[src/rtl/dijkstra_path_tracer.sv]
// Purpose : walks the parent[] table of the shortest-path engine from dest back to src and
//           streams the path forward (src -> dest), then reports path length and done/error.
// Latency : 2 cycles per hop plus 2 (H-hop path accepted at cycle s emits from cycle s+2H+2);
//           one node per cycle after that while out_ready_i is high.
// Backpr. : out_valid_o/out_node_o hold while out_ready_i is low; start_i is ignored while busy.
//
// Ports:
//   clk_i, rst_ni                 clock, synchronous active-low reset
//   start_i, src_i, dest_i        trace request (sampled in IDLE only)
//   par_rd_en_o, par_addr_o       parent table read port (1-cycle read latency)
//   par_rdata_i                   parent[par_addr_o], valid the cycle after par_rd_en_o
//   out_valid_o, out_ready_i      path node stream handshake
//   out_node_o, out_last_o        path node, last-node marker (node == dest)
//   busy_o, done_o, error_o       status: busy span, one-cycle done pulse, sticky error
//   path_len_o                    node count of last successful trace (0 on error)
module dijkstra_path_tracer #(
    parameter int                N_NODES  = 9,
    parameter int                NODE_W   = 4,
    parameter logic [NODE_W-1:0] NONE_IDX = {NODE_W{1'b1}}
) (
    input  logic              clk_i,
    input  logic              rst_ni,
    input  logic              start_i,
    input  logic [NODE_W-1:0] src_i,
    input  logic [NODE_W-1:0] dest_i,
    output logic              par_rd_en_o,
    output logic [NODE_W-1:0] par_addr_o,
    input  logic [NODE_W-1:0] par_rdata_i,
    output logic              out_valid_o,
    input  logic              out_ready_i,
    output logic [NODE_W-1:0] out_node_o,
    output logic              out_last_o,
    output logic              busy_o,
    output logic              done_o,
    output logic              error_o,
    output logic [NODE_W:0]   path_len_o
);

    localparam int                CNT_W     = $clog2(N_NODES + 1);
    localparam int                LEN_W     = NODE_W + 1;
    localparam logic [NODE_W-1:0] N_IDX     = NODE_W'(N_NODES);
    localparam logic [LEN_W-1:0]  MAX_DEPTH = LEN_W'(N_NODES);
    localparam logic [LEN_W-1:0]  LEN_ONE   = LEN_W'(1);
    localparam logic [CNT_W-1:0]  CNT_ONE   = CNT_W'(1);

    typedef enum logic [2:0] {
        S_IDLE,
        S_CHECK,
        S_WAIT,
        S_EMIT,
        S_DONE,
        S_ERR
    } state_t;

    state_t            state_q;
    logic [NODE_W-1:0] src_q;
    logic [NODE_W-1:0] cur_q;
    logic [LEN_W-1:0]  depth_q;
    logic [CNT_W-1:0]  sp_q;
    logic              range_err_q;
    logic              busy_q;
    logic              done_q;
    logic              error_q;
    logic [LEN_W-1:0]  path_len_q;
    logic [NODE_W-1:0] stack_q [N_NODES];

    logic              at_src;
    logic              at_max;
    logic              rdata_bad;
    logic              go_err;
    logic              pop;
    logic [CNT_W-1:0]  top_idx;

    // ------------------------------------------------------------------
    // Decisions taken in CHECK / WAIT and the emit handshake
    // ------------------------------------------------------------------
    always_comb begin
        at_src    = (cur_q == src_q);
        at_max    = (depth_q == MAX_DEPTH);
        // NONE_IDX is also >= N_IDX for the default sizing, but a narrower
        // NONE_IDX setting must still be caught explicitly.
        rdata_bad = (par_rdata_i == NONE_IDX) || (par_rdata_i >= N_IDX);
        go_err    = 1'b0;
        if (state_q == S_CHECK) begin
            // Out-of-range endpoints win over everything, so no read is issued.
            go_err = range_err_q || (!at_src && at_max);
        end else if (state_q == S_WAIT) begin
            go_err = rdata_bad;
        end
    end

    // Read is issued in the CHECK cycle itself so the data lands in WAIT.
    always_comb begin
        par_rd_en_o = (state_q == S_CHECK) && !range_err_q && !at_src && !at_max;
        par_addr_o  = par_rd_en_o ? cur_q : '0;
    end

    always_comb begin
        top_idx     = sp_q - CNT_ONE;
        out_valid_o = (state_q == S_EMIT) && (sp_q != '0);
        out_last_o  = out_valid_o && (sp_q == CNT_ONE);
        pop         = out_valid_o && out_ready_i;
        out_node_o  = '0;
        if (out_valid_o) begin
            out_node_o = stack_q[top_idx];
        end
    end

    assign busy_o     = busy_q;
    assign done_o     = done_q;
    assign error_o    = error_q;
    assign path_len_o = path_len_q;

    // ------------------------------------------------------------------
    // Control FSM, stack and status registers
    // ------------------------------------------------------------------
    always_ff @(posedge clk_i) begin
        if (!rst_ni) begin
            state_q     <= S_IDLE;
            src_q       <= '0;
            cur_q       <= '0;
            depth_q     <= '0;
            sp_q        <= '0;
            range_err_q <= 1'b0;
            busy_q      <= 1'b0;
            done_q      <= 1'b0;
            error_q     <= 1'b0;
            path_len_q  <= '0;
        end else begin
            done_q <= 1'b0;
            if (go_err) begin
                // Result flags are set on entry so they line up with the
                // ERR cycle, where done is visible.
                state_q    <= S_ERR;
                error_q    <= 1'b1;
                path_len_q <= '0;
                done_q     <= 1'b1;
                busy_q     <= 1'b0;
                sp_q       <= '0;
            end else begin
                unique case (state_q)
                    S_IDLE: begin
                        if (start_i) begin
                            src_q       <= src_i;
                            cur_q       <= dest_i;
                            stack_q[0]  <= dest_i;
                            sp_q        <= CNT_ONE;
                            depth_q     <= LEN_ONE;
                            range_err_q <= (src_i >= N_IDX) || (dest_i >= N_IDX);
                            error_q     <= 1'b0;
                            busy_q      <= 1'b1;
                            state_q     <= S_CHECK;
                        end
                    end
                    S_CHECK: begin
                        // Error cases are handled by go_err above.
                        state_q <= at_src ? S_EMIT : S_WAIT;
                    end
                    S_WAIT: begin
                        // depth < N_NODES was checked in CHECK, so this push
                        // always has a free slot.
                        stack_q[sp_q] <= par_rdata_i;
                        sp_q          <= sp_q + CNT_ONE;
                        cur_q         <= par_rdata_i;
                        depth_q       <= depth_q + LEN_ONE;
                        state_q       <= S_CHECK;
                    end
                    S_EMIT: begin
                        if (pop) begin
                            sp_q <= top_idx;
                            if (sp_q == CNT_ONE) begin
                                path_len_q <= depth_q;
                                done_q     <= 1'b1;
                                busy_q     <= 1'b0;
                                state_q    <= S_DONE;
                            end
                        end
                    end
                    S_DONE: begin
                        state_q <= S_IDLE;
                    end
                    S_ERR: begin
                        state_q <= S_IDLE;
                    end
                    default: begin
                        state_q <= S_IDLE;
                    end
                endcase
            end
        end
    end

endmodule

[config.mk]
export PLATFORM = sky130hd
export DESIGN_NAME = dijkstra_path_tracer
export DESIGN_NICKNAME = d
export VERILOG_FILES = /design/src/rtl/dijkstra_path_tracer.sv
export SDC_FILE = /design/constraint.sdc
export NUM_CORES = 1
export LEC_CHECK = 0
export BUFFER_PORTS_ARGS = -buffer_cell sky130_fd_sc_hd__buf_2
export CAP_MARGIN = 0
export CORE_ASPECT_RATIO = 1.25
export CORE_UTILIZATION = 45
export DETAILED_ROUTE_END_ITERATION = 6
export HOLD_SLACK_MARGIN = 0.03
export PLACE_DENSITY = 0.66
export SLEW_MARGIN = 0
export SYNTH_ARGS = -nofsm -noshare
export SYNTH_HDL_FRONTEND = slang
export SYNTH_SLANG_ARGS = --single-unit
export TNS_END_PERCENT = 20
[constraint.sdc]
create_clock -name clk_i -period 2.5 [get_ports clk_i]
set_input_delay 0.125 -clock clk_i [delete_from_list [all_inputs] [get_ports clk_i]]
set_output_delay 0.125 -clock clk_i [all_outputs]
set_load 0.01 [all_outputs]
Word-level counts from Yosys, hierarchy flattened:

Memories as Yosys holds them, arrays and structs flattened.
Index checks and enable logic that the tools add are counted.

* flip-flop bits (word level): 29
* RAM bits: 36
* input bits: 16
* output and inout bits: 19
* logic and storage cells: 103
* memories: 1

* $add $sub $neg: 3
* magnitude comparators: 3
* eq/ne operators: 13
* muxes and demuxes: 40
* bitwise operators: 2
* reductions and logical operators: 30

Memory list
* stack_q: words 9, bits a word 4, read ports 1, clocked after memory_dff 0, wr ports 1, RTL line 65 `logic [NODE_W-1:0] stack_q [N_NODES];`

Operators with widths (number)
* 4-bit two-way mux: 7
* 1-bit two-way mux: 23
* 3-bit AND reduction: 6
* 4-bit >= comparator, second input constant: 3
* 3-bit two-way mux: 4
* 3-bit one-hot mux with 4 select lines: 1
* 4-bit one-hot mux with 3 select lines: 1
* 5-bit one-hot mux with 2 select lines: 1
* 4-bit one-hot mux with 2 select lines: 1
* 2-bit nonzero test: 4
* 1-bit logical AND: 7
* 3-bit by 2-bit equality test with 1-bit output, second input constant: 2
* 3-bit inequality test, second input constant: 2
* 5-bit by 1-bit adder with 5-bit output, second input constant: 1
* 5-bit by 4-bit equality test with 1-bit output, second input constant: 1
* 5-bit two-way mux: 1
* 4-bit by 1-bit adder with 4-bit output, second input constant: 1
* 4-bit by 1-bit equality test with 1-bit output, second input constant: 1
* 4-bit equality test: 1
* 4-bit equality test, second input constant: 1
* 2-bit inequality test, second input constant: 2
* 4-bit AND reduction: 1
* 4-bit nonzero test: 1
* 4-bit OR reduction: 1
* 12 further kinds: 17

Logic depth before layout (Yosys ltp):

* depth in word-level cells: 10
* gate-level depth with buffers: 9
* gate-level depth less buffers: 7

Worst setup path after synthesis:

No wires, ideal clock.

* kind: reg2out
* start point: reg sp_q[0]
* end point: out out_node_o[0]
* arrival: 2.279 ns
* data required time: 2.375 ns
* slack: 0.096 ns
* stages on the path, launching flop included: 9
* path buffers: 3
* path through: dfxtp_1 -> clkbuf_1 -> buf_2 -> inv_1 -> ha_1 -> clkbuf_1 -> mux4_2 -> mux2i_1 -> a211oi_1

* longest elaborated chain between the ends: 3

Ends and longest elaborated chain
* start, declared: RTL line 59 `logic [CNT_W-1:0] sp_q;`
* start signal, assigned: RTL line 163 `sp_q <= sp_q + CNT_ONE;`
* start signal, assigned: RTL line 170 `sp_q <= top_idx;`
* 4-bit by 1-bit subtractor with 4-bit output / 4-bit nonzero test (equally long branches): RTL line 99, 100
* memory read 9 x 4 bit / 1-bit logical AND (equally long branches)
* 4-bit two-way mux (*): RTL line 104 `if (out_valid_o) begin`
* end, declared: RTL line 31 `output logic [NODE_W-1:0] out_node_o,`

Mark *: on every way between the ends. The rest lies on a longest branch, timed or not.

Worst setup path after layout:

* start point: reg depth_q[1]
* end point: mem stack_q[0][0], data pin

* longest elaborated chain between the ends: 9

Ends and longest elaborated chain
* start, declared: RTL line 58 `logic [LEN_W-1:0] depth_q;`
* start signal, assigned: RTL line 165 `depth_q <= depth_q + LEN_ONE;`
* 5-bit by 4-bit equality test with 1-bit output: RTL line 79 `at_max = (depth_q == MAX_DEPTH);`
* 1-bit logical AND: RTL line 86 `go_err = range_err_q || (!at_src && at_max);`
* 1-bit logical OR: RTL line 86
* 1-bit two-way mux: RTL line 84 `if (state_q == S_CHECK) begin`
* 1-bit two-way mux: RTL line 131 `if (go_err) begin`
* 1-bit two-way mux: RTL line 118 `if (!rst_ni) begin`
* 1-bit two-way mux (not written as such): RTL line 162 `stack_q[sp_q] <= par_rdata_i;`
* 4-bit OR reduction (no source line)
* 4-bit two-way mux (no source line)
* end, declared: RTL line 65

No other way between the ends.

==> impl_metrics.ini <==
[logic_synthesis]
ys_async_sr_fraction = 0
ys_ff_latch = 65
seq_area_frac_synth = 0.532
yosysWarningCount = 0
synth_top_cell_by_area = edfxtp_1
synth_cells = 266
synthTopCellsByArea = edfxtp_1 (35%), dfxtp_1 (19%), mux4_2 (5.8%)
synth_area_um2 = 3120
syn_area_per_cell_um2 = 11.7
ys.flop_type = edfxtp_1
synth_edf_count = 36
synth_top_area_share = 0.346
syn_nets = 288
ys_types = 50

[cells_and_area]
synthToLayoutAreaGrowth_pct = 16.9
layout-drive-gt1-share = 0.276
regArea_um2 = 1660
n_fill_cell = 572
num_antenna_cells = 0
multiInputGateArea_um2 = 1310
fin_area_um2 = 3650
layout.nets = 336
final_cells = 406

[hold_path]
worstHoldEndpoint = src_q[3]
holdPathStages = 3
hold_path_class = input pin to flip-flop
worstHoldStart = src_i[3]

[detailed_routing]
first_pass_iters = 4
vias_per_cell = 5.37
wl_met2_um = 3310
drtIter0Drc = 132
route.detailed.drc = 0
top_layer_used = met4
wl_met3_um = 170
wirelength_um = 6650
ant_nets = 0
met1Wirelength_um = 3050
vias = 2181
wl_per_cell_um = 16.4

[critical_path]
worstReg2RegEnd = stack_q[0][0]
worstPathMaxFanout = 9
cp.arrival_ps = 2450
r2r_slack_ps = 120
cp.required_ps = 2580
reg2regPathDepth = 7
start_kind = flip-flop
cp-end-kind = flip-flop
rr_startpoint = depth_q[1]
worstSetupPathType = flip-flop to flip-flop

[clock_network]
cts_max_path_buffers = 2
cts_tree = yes
path_clk_slew_ps = 70
cts_sinks = 65
h-tree-depth = 3
cts_setup_buffers = 0
cts-hold-fix-buffers = 0
cts-root-buf = clkbuf_8
cts_buffers = 9
clk-insertion-delay-late_ps = 350
post_cts_resized = 0

[floorplan]
dieHeight_um = 95.1
top_level_ports = 35
start_util = 0.469
dieArea_um2 = 7270
die_w_um = 76.5
rows = 33
core_region_area_um2 = 6650

[global_route]
antenna_found_initial = 0
grt_pass1_vias = 2131
track_usage = 0.200
grt_max_degree = 15
gr-total-overflow = 0
grt_pass1_wl_um = 10900

[timing]
worst_clock_skew_ps = 9.03
tightest_slew_ps = 625
max_freq_mhz = 421
finalSetupViolCount = 0
maxSlewViolCount = 0
period_minus_slack_ps = 2380
tns_ps = 0
hold_viol = 0
relSlewSlack = 0.580
rsz0062_at_grt = no
period_share = 0.951

[power]
p_total_mw = 3.79
power.density_nw_per_um2 = 1040
leakagePower_nw = 1.38
ir_drop_mv = 0.615

[place]
port_buffers = 34
dp.final_hpwl_um = 4910
placed_cells = 390
globalplace.congestion = 0.829
dpl-instance-area_um2 = 3430

[run_status]
outcome = complete, no violations

[run]
cap_violations = 0
## flip-flops by register name, indices dropped and copies added, names as in the netlist
name and count:
state_q 3, path_len_o 5, depth_q 5, busy_o 1, done_o 1, range_err_q 1, cur_q 4, stack_q 36
sp_q 4, error_o 1, src_q 4
## worst max-delay path by stage
stage | from | endpoint | slack (ps)
final | depth_q[1] | stack_q[0][0] | 120
after global routing | sp_q[0] | out_node_o[2] | 9
after CTS | sp_q[0] | out_node_o[1] | 90
after detailed placement | depth_q[1] | stack_q[2][0] | 140
after global placement | depth_q[1] | stack_q[3][1] | 200
after floorplan | sp_q[0] | out_node_o[0] | 100
## layout make-up
class | count | share of cell area
Clock buffer | 10 | 0.0350
Timing Repair Buffer | 55 | 0.0899
Tap cell | 87 | 0.0298
Multi-Input combinational cell | 177 | 0.359
Inverter | 6 | 0.00617
Clock inverter | 6 | 0.0247
Sequential cell | 65 | 0.456
## cell usage after synthesis, types with 4 or more instances
cell type / instances
nand2_1: 19
ha_1: 6
mux2i_1: 14
or3_1: 6
nor2_1: 27
and2_1: 7
nand3_1: 7
clkbuf_1: 7
o21ai_0: 7
dfxtp_1: 29
a211oi_1: 8
edfxtp_1: 36
mux4_2: 8
xor2_1: 6
mux2_2: 4
a21oi_1: 16
inv_1: 6
nor4_1: 5
## power by group
part / switching (mW) / leakage [nW] / total, mW / internal, mW
clock network: 0.419 / 0.108 / 0.984 / 0.565
logic: 0.811 / 0.706 / 1.44 / 0.627
registers: 0.0972 / 0.561 / 1.37 / 1.27
## layer usage
metal  global-route usage  vias to the layer above
met2                0.346                       41
met4               0.0978                        0
met5                    0                        -
met1                0.245                     1042
li1                     -                     1087
met3               0.0325                       11
## through the flow
step	hold WS [ps]	setup WS, ps	utilization
6_report	35.4	124	0.549
5_1_grt	44.0	8.64	0.549
4_1_cts	31.4	93.3	0.549
3_5_place_dp	404	141	0.516
3_3_place_gp	396	198	0.516
2_1_floorplan	261	96.4	-
## cells in the final DEF, fill, tap and decap left out, types with 2 or more instances in the layout
cell type,synthesis,final
a211oi_1,8,8
a21oi_1,16,16
a22oi_1,2,2
a31oi_1,2,2
and2_1,7,7
buf_2,3,34
buf_4,2,21
bufinv_16,0,2
clkbuf_8,3,9
clkinv_4,0,2
dfxtp_1,29,29
edfxtp_1,36,36
ha_1,6,6
inv_1,6,6
mux2_2,4,4
mux2i_1,14,14
mux4_2,8,8
nand2_1,19,19
nand3_1,7,7
nand4_1,3,3
nand4b_1,3,3
nor2_1,27,27
nor2b_1,2,2
nor3_1,3,3
nor3b_1,2,2
nor4_1,5,5
o21ai_0,7,7
o31ai_1,2,2
or3_1,6,6
xor2_1,6,6
## logic make-up after synthesis
family,synth area share
mux,0.117
simple gates,0.160
flops,0.532
xor+xnor,0.0196
fa+ha+maj,0.0241
buf+inv,0.0481
compound gates,0.0986
## critical path, cell delays in order, from the launching register on
cell,delay [ps]
dfxtp_1,340
inv_1,60
ha_1,130
nor4bb_1,280
nor4_1,100
a2111o_1,490
nand3_1,260
mux2_2,450
Note: power is estimated with default switching activity, not from simulation.
